### config.mk
export PLATFORM = sky130hd
export DESIGN_NAME = parking_lot_counter_multi
export DESIGN_NICKNAME = d
export VERILOG_FILES = /design/src/rtl/parking_pkg.sv /design/src/rtl/parking_gate_fsm.sv /design/src/rtl/parking_lot_counter_multi.sv
export SDC_FILE = /design/constraint.sdc
export NUM_CORES = 1
export LEC_CHECK = 0
export ABC_AREA = 1
export BUFFER_PORTS_ARGS = -buffer_cell sky130_fd_sc_hd__buf_4
export CAP_MARGIN = 0
export CORE_MARGIN = 2
export CORE_UTILIZATION = 45
export DETAILED_ROUTE_END_ITERATION = 16
export SLEW_MARGIN = 20
export SYNTH_ARGS = -nofsm -noshare
export SYNTH_HDL_FRONTEND = slang
export SYNTH_SLANG_ARGS = --single-unit
### constraint.sdc
create_clock -name clk -period 4.8 [get_ports clk]
set_clock_uncertainty 0.2 [all_clocks]
set_input_delay 1.2 -clock clk [delete_from_list [all_inputs] [get_ports clk]]
set_output_delay 1.2 -clock clk [all_outputs]
set_load 0.05 [all_outputs]
### src/rtl/parking_pkg.sv
// +--------------------------------------------------------------------+
// | parking_pkg : shared types and sensor encodings for the parking    |
// | lot counter.                                          Rev 1.0      |
// +--------------------------------------------------------------------+
`default_nettype none

package parking_pkg;

   typedef enum logic [2:0] {
      IDLE   = 3'd0,
      EN1    = 3'd1,
      EN2    = 3'd2,
      EN3    = 3'd3,
      EX1    = 3'd4,
      EX2    = 3'd5,
      EX3    = 3'd6,
      RESYNC = 3'd7
   } gate_state_t;

   typedef enum logic [1:0] {
      EVT_NONE  = 2'd0,
      EVT_ENTER = 2'd1,
      EVT_EXIT  = 2'd2
   } gate_evt_t;

   // Sensor pair encodings, written as {outer, inner}
   localparam logic [1:0] S_CLEAR = 2'b00;
   localparam logic [1:0] S_OUTER = 2'b10;
   localparam logic [1:0] S_BOTH  = 2'b11;
   localparam logic [1:0] S_INNER = 2'b01;

endpackage

`default_nettype wire

### src/rtl/parking_gate_fsm.sv
// +--------------------------------------------------------------------+
// | parking_gate_fsm : classifies one gate's beam sequence as a car    |
// | entry or exit.                                        Rev 1.0      |
// +--------------------------------------------------------------------+
`default_nettype none

module parking_gate_fsm
   import parking_pkg::*;
(
   input  logic      clk,
   input  logic      reset,
   input  logic      outer,
   input  logic      inner,
   output logic      enter_pulse,
   output logic      exit_pulse,
   output gate_evt_t evt
);

   logic [1:0]  w_in;
   gate_state_t r_state;
   gate_state_t w_next;
   gate_evt_t   w_evt;
   logic        r_enter;
   logic        r_exit;

   assign w_in = {outer, inner};

   always_comb begin
      w_next = r_state;
      w_evt  = EVT_NONE;
      case (r_state)
         IDLE: begin
            case (w_in)
               S_OUTER: w_next = EN1;
               S_INNER: w_next = EX1;
               S_BOTH:  w_next = RESYNC;
               default: w_next = IDLE;
            endcase
         end
         EN1: begin
            case (w_in)
               S_OUTER: w_next = EN1;
               S_BOTH:  w_next = EN2;
               S_CLEAR: w_next = IDLE;
               default: w_next = RESYNC;
            endcase
         end
         EN2: begin
            case (w_in)
               S_BOTH:  w_next = EN2;
               S_INNER: w_next = EN3;
               S_OUTER: w_next = EN1;
               default: w_next = RESYNC;
            endcase
         end
         EN3: begin
            case (w_in)
               S_INNER: w_next = EN3;
               S_BOTH:  w_next = EN2;
               S_CLEAR: begin
                  w_next = IDLE;
                  w_evt  = EVT_ENTER;
               end
               default: w_next = RESYNC;
            endcase
         end
         EX1: begin
            case (w_in)
               S_INNER: w_next = EX1;
               S_BOTH:  w_next = EX2;
               S_CLEAR: w_next = IDLE;
               default: w_next = RESYNC;
            endcase
         end
         EX2: begin
            case (w_in)
               S_BOTH:  w_next = EX2;
               S_OUTER: w_next = EX3;
               S_INNER: w_next = EX1;
               default: w_next = RESYNC;
            endcase
         end
         EX3: begin
            case (w_in)
               S_OUTER: w_next = EX3;
               S_BOTH:  w_next = EX2;
               S_CLEAR: begin
                  w_next = IDLE;
                  w_evt  = EVT_EXIT;
               end
               default: w_next = RESYNC;
            endcase
         end
         default: begin
            // Wait for a fully clear gate before trusting the sensors again
            w_next = (w_in == S_CLEAR) ? IDLE : RESYNC;
         end
      endcase
   end

   always_ff @(posedge clk) begin
      if (reset) begin
         r_state <= IDLE;
         r_enter <= 1'b0;
         r_exit  <= 1'b0;
      end else begin
         r_state <= w_next;
         r_enter <= (w_evt == EVT_ENTER);
         r_exit  <= (w_evt == EVT_EXIT);
      end
   end

   assign enter_pulse = r_enter;
   assign exit_pulse  = r_exit;
   assign evt         = w_evt;

endmodule

`default_nettype wire

### src/rtl/parking_lot_counter_multi.sv
// +--------------------------------------------------------------------+
// | parking_lot_counter_multi : multi-gate saturating occupancy        |
// | counter. Optional macro SYNC_INPUTS_EN adds 2-flop input sync.     |
// | Rev 1.0                                                            |
// +--------------------------------------------------------------------+
`default_nettype none

module parking_lot_counter_multi
   import parking_pkg::*;
#(
   parameter  int NUM_GATES = 2,
   parameter  int CAPACITY  = 16,
   localparam int CNT_W     = $clog2(CAPACITY + 1)
) (
   input  logic                 clk,
   input  logic                 reset,
   input  logic [NUM_GATES-1:0] outer,
   input  logic [NUM_GATES-1:0] inner,
   output logic [CNT_W-1:0]     car_count,
   output logic                 full,
   output logic                 empty,
   output logic [NUM_GATES-1:0] enter_pulse,
   output logic [NUM_GATES-1:0] exit_pulse,
   output logic                 count_err
);

   localparam int SW = CNT_W + 2;
   localparam logic signed [SW-1:0] c_cap_s = SW'(CAPACITY);

   logic [NUM_GATES-1:0] w_outer;
   logic [NUM_GATES-1:0] w_inner;

`ifdef SYNC_INPUTS_EN
   logic [NUM_GATES-1:0] r_outer_s1, r_outer_s2;
   logic [NUM_GATES-1:0] r_inner_s1, r_inner_s2;

   always_ff @(posedge clk) begin
      if (reset) begin
         r_outer_s1 <= '0;
         r_outer_s2 <= '0;
         r_inner_s1 <= '0;
         r_inner_s2 <= '0;
      end else begin
         r_outer_s1 <= outer;
         r_outer_s2 <= r_outer_s1;
         r_inner_s1 <= inner;
         r_inner_s2 <= r_inner_s1;
      end
   end

   assign w_outer = r_outer_s2;
   assign w_inner = r_inner_s2;
`else
   assign w_outer = outer;
   assign w_inner = inner;
`endif

   gate_evt_t w_evt [NUM_GATES];

   generate
      for (genvar g = 0; g < NUM_GATES; g++) begin : g_gate
         parking_gate_fsm u_gate (
            .clk         (clk),
            .reset       (reset),
            .outer       (w_outer[g]),
            .inner       (w_inner[g]),
            .enter_pulse (enter_pulse[g]),
            .exit_pulse  (exit_pulse[g]),
            .evt         (w_evt[g])
         );
      end
   endgenerate

   logic [SW-1:0]        w_n_enter;
   logic [SW-1:0]        w_n_exit;
   logic signed [SW-1:0] w_sum;
   logic [CNT_W-1:0]     w_count_nxt;
   logic                 w_err_evt;
   logic [CNT_W-1:0]     r_count;
   logic                 r_err;

   always_comb begin
      w_n_enter = '0;
      w_n_exit  = '0;
      for (int g = 0; g < NUM_GATES; g++) begin
         if (w_evt[g] == EVT_ENTER) w_n_enter = w_n_enter + SW'(1);
         if (w_evt[g] == EVT_EXIT)  w_n_exit  = w_n_exit  + SW'(1);
      end
   end

   // Net all gates first, then clamp, so a simultaneous in/out at a limit is not an error
   always_comb begin
      w_sum       = $signed({2'b00, r_count}) + $signed(w_n_enter) - $signed(w_n_exit);
      w_count_nxt = w_sum[CNT_W-1:0];
      w_err_evt   = 1'b0;
      if (w_sum < 0) begin
         w_count_nxt = '0;
         w_err_evt   = 1'b1;
      end else if (w_sum > c_cap_s) begin
         w_count_nxt = CNT_W'(CAPACITY);
         w_err_evt   = 1'b1;
      end
   end

   always_ff @(posedge clk) begin
      if (reset) begin
         r_count <= '0;
         r_err   <= 1'b0;
      end else begin
         r_count <= w_count_nxt;
         r_err   <= r_err | w_err_evt;
      end
   end

   assign car_count = r_count;
   assign count_err = r_err;
   assign full      = (r_count == CNT_W'(CAPACITY));
   assign empty     = (r_count == '0);

endmodule

`default_nettype wire

==> metrics.txt, run 1 <==
final WL 2.88 mm; hold-fix buffers at CTS 0; Power Dens Cells 392 nW/um^2; DRC errors left 0; Crit Path Category input port to flip-flop; post-cts sizing count 0; startpoint types input port; routability congestion estimate 0.849; Compound-Gate Fraction of Synth Area 8.80%; port buffer count 17; xor/xnor share of the synthesized area 0%; layout cell share with drive strength beyond 1 17.2%; Post-Syn Nets 251; worst slew pin tran 0.351 ns; Sw Share 49.7%; Synth Area in Adders 21.7%; Final nets 265; RSZ-0062 raised after global routing no; antenna cells 0; hold depth 4; io pins 18; Cell Rows 21; Yosys warning count 0; full die area 3830 sq um; Inserted Clock Buffers 3; via/cell ratio 4.94; min-delay worst type flip-flop to flip-flop; CTS tree built; HPWL after DPL 2.45 mm; Worst R2R Path Depth 18; Core Region 3280 sq um; sequential power share 30.7%; first-pass GRT wire length 4.85 mm; Hold Violations, Final 0; status finished clean; Critical Path Fanout Max 5; Slew HR 76.6%; Avg Inst Size Synth 6.85 sq um; Yosys reg bits 16; starting DRC count in detailed routing 46; largest family of logic cells by synthesized area simple AND/OR/NAND/NOR gates; initial antenna violation count 0; crit path DAT 3.72 ns; WHS 0.375 ns; Wirelength per Cell 10.3 um; drt first pass iters 4; total grt overflow 0; Comb power frac 56.0%; Area Growth Syn to Fin 11.2%; post-route clock period utilization 77.9%; clk_lat worst skew 0.28 ns; Routed Antenna Nets 0; fin crit period 3.74 ns; sw power 0.000326 W; clock network fraction of design power 13.3%; Synth Area in Simple Gates 34.3%; VDD IR max 0.000153 V; CTS H-tree depth 1; Finish-stage setup viols 0; clock transition at the registers of the reported paths 0.09 ns; CTS Buffer Depth 2; Pint 0.000330 W; gr usage total 16.5%; largest net degree at the start of global routing 11; Pleak 0.853 nW; clk root buf clkbuf_4; vias in the first global route 1223; Critical Path End Type flip-flop; Max Freq 267 MHz; clock sink count 16; Syn Inst Count 220; Initial Util 45.9%; Critical Path RT 4.78 ns; post-synth cell types 28; Mapped Area 1510 sq um; sequential cell area fraction in the yosys report 21.2%; Final Core Density 51.0%; die height 61.9 um; total number of vias 1379; Post-CTS Setup Bufs 0; Setup TNS Final 0 ns; count of maximum capacitance violations 0; Die W 61.9 um; final slew viol count 0; mux cell area share after synthesis 0%
power groups by stage:
stage               Sequential, W  Combinational [W]  Clock [W]
floorplan                0.000214           0.000279          0
global placement         0.000205           0.000369          0
detailed placement       0.000204           0.000368          0
CTS                      0.000201           0.000369  0.0000915
global route             0.000208           0.000416  0.0000979
finish                   0.000201           0.000368  0.0000875
synthesized netlist by cell type, drive strengths merged:
| master | count | area share (%) |
|---|---|---|
| o21a | 2 | 1.0 |
| o211ai | 2 | 1.0 |
| nand2 | 38 | 9.8 |
| buf | 8 | 3.5 |
| a21oi | 6 | 2.7 |
| fa | 2 | 2.7 |
| inv | 42 | 10 |
| ha | 23 | 19 |
| o22ai | 3 | 1.2 |
| nor3 | 5 | 1.7 |
| nor2 | 30 | 8.8 |
| a31oi | 2 | 0.83 |
| nand3 | 18 | 6.0 |
| nand4 | 12 | 5.0 |
| nand3b | 2 | 1.8 |
| dfxtp | 16 | 21 |
| and2 | 1 | 0.42 |
| or2 | 2 | 0.83 |
| o21ai | 6 | 2.0 |
routing by layer:
metal	wire length, um	vias to the layer above	global-route usage, %	part of all wire [%]
li1	-	732	-	-
met1	1400	617	21.0	49
met2	1380	28	28.4	48
met3	75	2	2.48	2.6
met4	21	0	5.78	0.73
met5	0	-	0	0
logic make-up after synthesis:
group,after synthesis
simple gates,108
buf+inv,50
fa+ha+maj,25
compound gates,21
flops,16
layout by cell type (no fill, tap or decap), types with 3 or more instances in the layout:
master,instances
dfxtp_1,16
o21ai_0,5
ha_1,23
o22ai_1,3
nand4_1,12
nor3_1,5
nand2_1,36
a21oi_1,5
clkbuf_4,3
nand3_1,18
buf_4,17
inv_1,34
nor2_2,5
nor2_1,24
inv_2,8
registers in the layout (all words and copies together), names as in the netlist:
register and flops:
car_count 5, g_gate.u_gate.exit_pulse 2, count_err 1, g_gate.u_gate.enter_pulse 2, g_gate.u_gate.r_state 6
through the flow:
stage	total power [W]	instances	instance area, sq um	worst slack, ns
2_1_floorplan	0.000493	220	1510	1.11
3_3_place_gp	0.000574	275	1640	0.795
3_5_place_dp	0.000572	275	1640	0.755
4_1_cts	0.000662	279	1680	1.05
5_1_grt	0.000721	279	1680	0.780
6_report	0.000657	279	1680	1.06
path summary, 6_finish.rpt:
| check | start | to | slack (ns) |
|---|---|---|---|
| setup reg to reg | g_gate[0].u_gate.r_state[0]$_SDFF_PP0_ | count_err$_SDFF_PP0_ | 1.68 |
| hold / removal | count_err$_SDFF_PP0_ | count_err$_SDFF_PP0_ | 0.37 |
| hold reg to reg | count_err$_SDFF_PP0_ | count_err$_SDFF_PP0_ | 0.37 |
| setup / recovery | outer[1] | count_err$_SDFF_PP0_ | 1.06 |
layout make-up:
class,instances,area [sq um]
flip-flops and latches,16,320
multi-input cells,154,977
fillers,340,1610
repair buffers,17,128
inverters,42,158
clock buffers,4,36.3
well taps,46,57.6
critical path, stage by stage:
cell	delay, ns
buf_4	0.10
inv_1	0.07
ha_1	0.20
inv_1	0.12
nor2_1	0.08
ha_1	0.29
ha_1	0.29
inv_1	0.06
ha_1	0.18
inv_1	0.06
fa_1	0.52
nand2_1	0.07
nor2_1	0.10
nand3_1	0.11
nand2_2	0.10
nand3_1	0.08
nand2_1	0.07
inv_1	0.03
Note: power is estimated with default switching activity, not from simulation.
==> inputs of run 2 (changes only) <==
--- a/config.mk
+++ b/config.mk
@@ -5,7 +5,7 @@
 export SDC_FILE = /design/constraint.sdc
 export NUM_CORES = 1
 export LEC_CHECK = 0
-export ABC_AREA = 1
+export ABC_AREA = 0
 export BUFFER_PORTS_ARGS = -buffer_cell sky130_fd_sc_hd__buf_4
 export CAP_MARGIN = 0
 export CORE_MARGIN = 2
==> constraint.sdc (replaced) <==
create_clock -name clk -period 3.5 [get_ports clk]
set_clock_uncertainty 0.2 [all_clocks]
set_input_delay 0.875 -clock clk [delete_from_list [all_inputs] [get_ports clk]]
set_output_delay 0.875 -clock clk [all_outputs]
set_load 0.05 [all_outputs]
==> run 2 against run 1 <==
Effect of this change: clock power is 39% higher; sequential cell count stayed put; total power is 41% higher; cell count is 10% lower; highest routed layer unchanged.
==> metrics.txt, run 2 <==
post-synth top area share 21.8% (was 21.2%); DRC errors left 0 (unchanged); full die area 3730 sq um (was 3830 sq um); Post-synth EDFFs 0 (unchanged); Critical Path Fanout Max 5 (unchanged); post-synth cell types 48 (was 28); hold-fix buffers at CTS 0 (unchanged); layout cell share with drive strength beyond 1 34.8% (was 17.2%); Worst R2R Path Depth 14 (was 18); vias in the first global route 1249 (was 1223); HPWL after DPL 2.47 mm (was 2.45 mm); startpoint types input port (unchanged); die height 61.1 um (was 61.9 um); routability congestion estimate 0.864 (was 0.849); first-pass GRT wire length 5.23 mm (was 4.85 mm); Post-synth top cells 23 x ha_1, 22 x inv_1, 16 x dfxtp_1 (was 36 x nand2_1, 34 x inv_1, 24 x nor2_1); count of maximum capacitance violations 0 (unchanged); port buffer count 17 (unchanged); via/cell ratio 5.23 (was 4.94); asr flop ratio synth 0% (unchanged); most common cell after layout, fill and taps aside buf_4 (was nand2_1); Syn Inst Count 174 (was 220); crit path cell chain buf_6 -> inv_4 -> ha_4 -> nand2_4 -> nor3b_4 -> ha_1 -> inv_1 -> ha_1 -> inv_1 -> ha_2 -> inv_2 -> fa_2 -> nor2b_4 -> o31a_1 -> o311a_1 -> o21ai_4 -> and2_1 (was buf_4 -> inv_1 -> ha_1 -> inv_1 -> nor2_1 -> ha_1 -> ha_1 -> inv_1 -> ha_1 -> inv_1 -> fa_1 -> nand2_1 -> nor2_1 -> nand3_1 -> nand2_2 -> nand3_1 -> nand2_1 -> inv_1); final slew viol count 0 (unchanged); status finished clean (unchanged); clock transition at the registers of the reported paths 0.10 ns (was 0.09 ns); Routed Antenna Nets 0 (unchanged); sequential cell area fraction in the yosys report 21.8% (was 21.2%); initial antenna violation count 0 (unchanged); Max Freq 287 MHz; WHS 0.316 ns (was 0.375 ns); commonest non-fill, non-tap cells in the layout 36 x buf_4, 20 x ha_1, 17 x inv_1, 16 x dfxtp_1, 11 x nor2_1 (was 36 x nand2_1, 34 x inv_1, 24 x nor2_1, 23 x ha_1, 18 x nand3_1); Wirelength per Cell 12.5 um (was 10.3 um); largest net degree at the start of global routing 13 (was 11); Cell Rows 20 (was 21); CTS tree built (unchanged); Area Growth Syn to Fin 31.7% (was 11.2%); Inserted Clock Buffers 3 (unchanged); fin crit period 3.48 ns; Initial Util 47.7% (was 45.9%); Crit Path Category input port to flip-flop (unchanged); most frequent cell after synthesis ha_1 (was nand2_1); slowest CP cell fa_2 (was fa_1); Hold Violations, Final 0 (unchanged); Finish-stage setup viols 0 (unchanged); drt first pass iters 4 (unchanged); clk_lat worst skew 0.28 ns (about the same); CTS Buffer Depth 2 (unchanged); Yosys top cell by area dfxtp_1 (unchanged); Final nets 239 (was 265); crit path DAT 3.47 ns (was 3.72 ns); Final Core Density 62.8% (was 51.0%); Slew HR 72.7% (was 76.6%); max reg flops 6 (unchanged); Mapped Area 1470 sq um (was 1510 sq um); Avg Inst Size Synth 8.43 sq um (was 6.85 sq um); Pwr Total 0.000928 W (was 0.000657 W); starting DRC count in detailed routing 98 (was 46); Yosys reg bits 16 (unchanged); ys flop type dfxtp_1 (unchanged); min-delay worst type flip-flop to flip-flop (unchanged); worst slew pin tran 0.409 ns (was 0.351 ns); Post-Syn Nets 205 (was 251); RSZ-0062 raised after global routing yes (was no); final WL 3.14 mm (was 2.88 mm); hold depth 2 (was 4); Critical Path End Type flip-flop (unchanged); total number of vias 1313 (was 1379); Fillers 285 (was 340); clk root buf clkbuf_4 (unchanged); Critical Path RT 3.48 ns (was 4.78 ns); clock sink count 16 (unchanged); total grt overflow 0 (unchanged); slowest stage delay, CP 0.38 ns (was 0.52 ns); Power Dens Cells 480 nW/um^2 (was 392 nW/um^2); Yosys warning count 0 (unchanged); Largest Register g_gate.u_gate.r_state (unchanged); Core Region 3080 sq um (was 3280 sq um); synth top area cells dfxtp_1 22%, ha_1 20%, inv_1 5.6%, mux2i_1 4.8%, nor3_1 3.4% (was dfxtp_1 21%, ha_1 19%, nand2_1 9.0%, inv_1 8.5%, nand3_1 6.0%); gr usage total 18.3% (was 16.5%); CTS H-tree depth 1 (unchanged); post-route clock period utilization 99.5%; VDD IR max 0.000161 V (was 0.000153 V); Die W 61.1 um (was 61.9 um); Pleak 0.849 nW (was 0.853 nW); io pins 18 (unchanged); antenna cells 0 (unchanged)
==> run 2: final timing paths <==
path                                                        startpoint  slack (ns)                                     end
worst min register to register  g_gate[0].u_gate.r_state[1]$_SDFF_PP0_        0.32  g_gate[0].u_gate.exit_pulse$_SDFF_PP0_
worst min-delay path            g_gate[0].u_gate.r_state[1]$_SDFF_PP0_        0.32  g_gate[0].u_gate.exit_pulse$_SDFF_PP0_
worst max-delay path                                          outer[0]        0.02                 car_count[4]$_SDFF_PP0_
worst max register to register  g_gate[1].u_gate.r_state[0]$_SDFF_PP0_        0.21                 car_count[4]$_SDFF_PP0_
==> run 2: cells by family after synthesis <==
family	Yosys count	synth area share, %
simple gates	47	17.0
compound gates	37	17.7
buf+inv	34	10.1
fa+ha+maj	25	22.3
flops	16	21.8
mux	11	8.61
xor+xnor	4	2.39
==> run 2: metrics by stage <==
stage | std cells | area (sq um) | setup TNS (ns) | setup WS (ns)
finish | 251 | 1930 | 0 | 0.0164
floorplan | 174 | 1520 | -0.0206 | -0.0206
global route | 251 | 1930 | -0.517 | -0.137
detailed placement | 243 | 1790 | -1.84 | -0.350
global placement | 243 | 1790 | -1.47 | -0.285
CTS | 248 | 1840 | 0 | 0.00918
==> run 2: area by class of cell <==
cell class	instances	area [sq um]	area share [%]
Multi-Input combinational cell	124	1100	57.1
Tap cell	44	55.1	2.85
Timing Repair Buffer	40	319	16.5
Sequential cell	16	320	16.6
Clock buffer	4	36.3	1.88
Inverter	23	98.8	5.11
==> run 2: per-layer routing <==
layer	track usage (%)	wire [um]	part of all wire, %	up-vias
li1	-	-	-	677
met1	22.4	1340	43	606
met2	31.9	1660	53	24
met3	1.68	74	2.4	6
met4	9.01	59	1.9	0
met5	0	0	0	-
==> run 2: worst max-delay path, delay by kind of cell <==
family                   cells  cell delay [ns]
buffers and inverters        5             0.31
adder cells (fa/ha/maj)      5             1.17
AND/OR/NAND/NOR              4             0.60
AO/OA/AOI/OAI                3             0.51
==> run 2: report_power, final <==
group	total (W)	internal (W)	switching, W
combinational	0.000552	0.000240	0.000312
clock	0.000122	0.0000632	0.0000589
sequential	0.000254	0.000210	0.0000440
==> run 2: what timing repair did <==
| item | in CTS | in global routing |
|---|---|---|
| endpoints found under the setup margin | 3 | 6 |
| setup buffers | 1 | 3 |
| resized for setup | 1 | 19 |
| pin swaps | 6 | 15 |
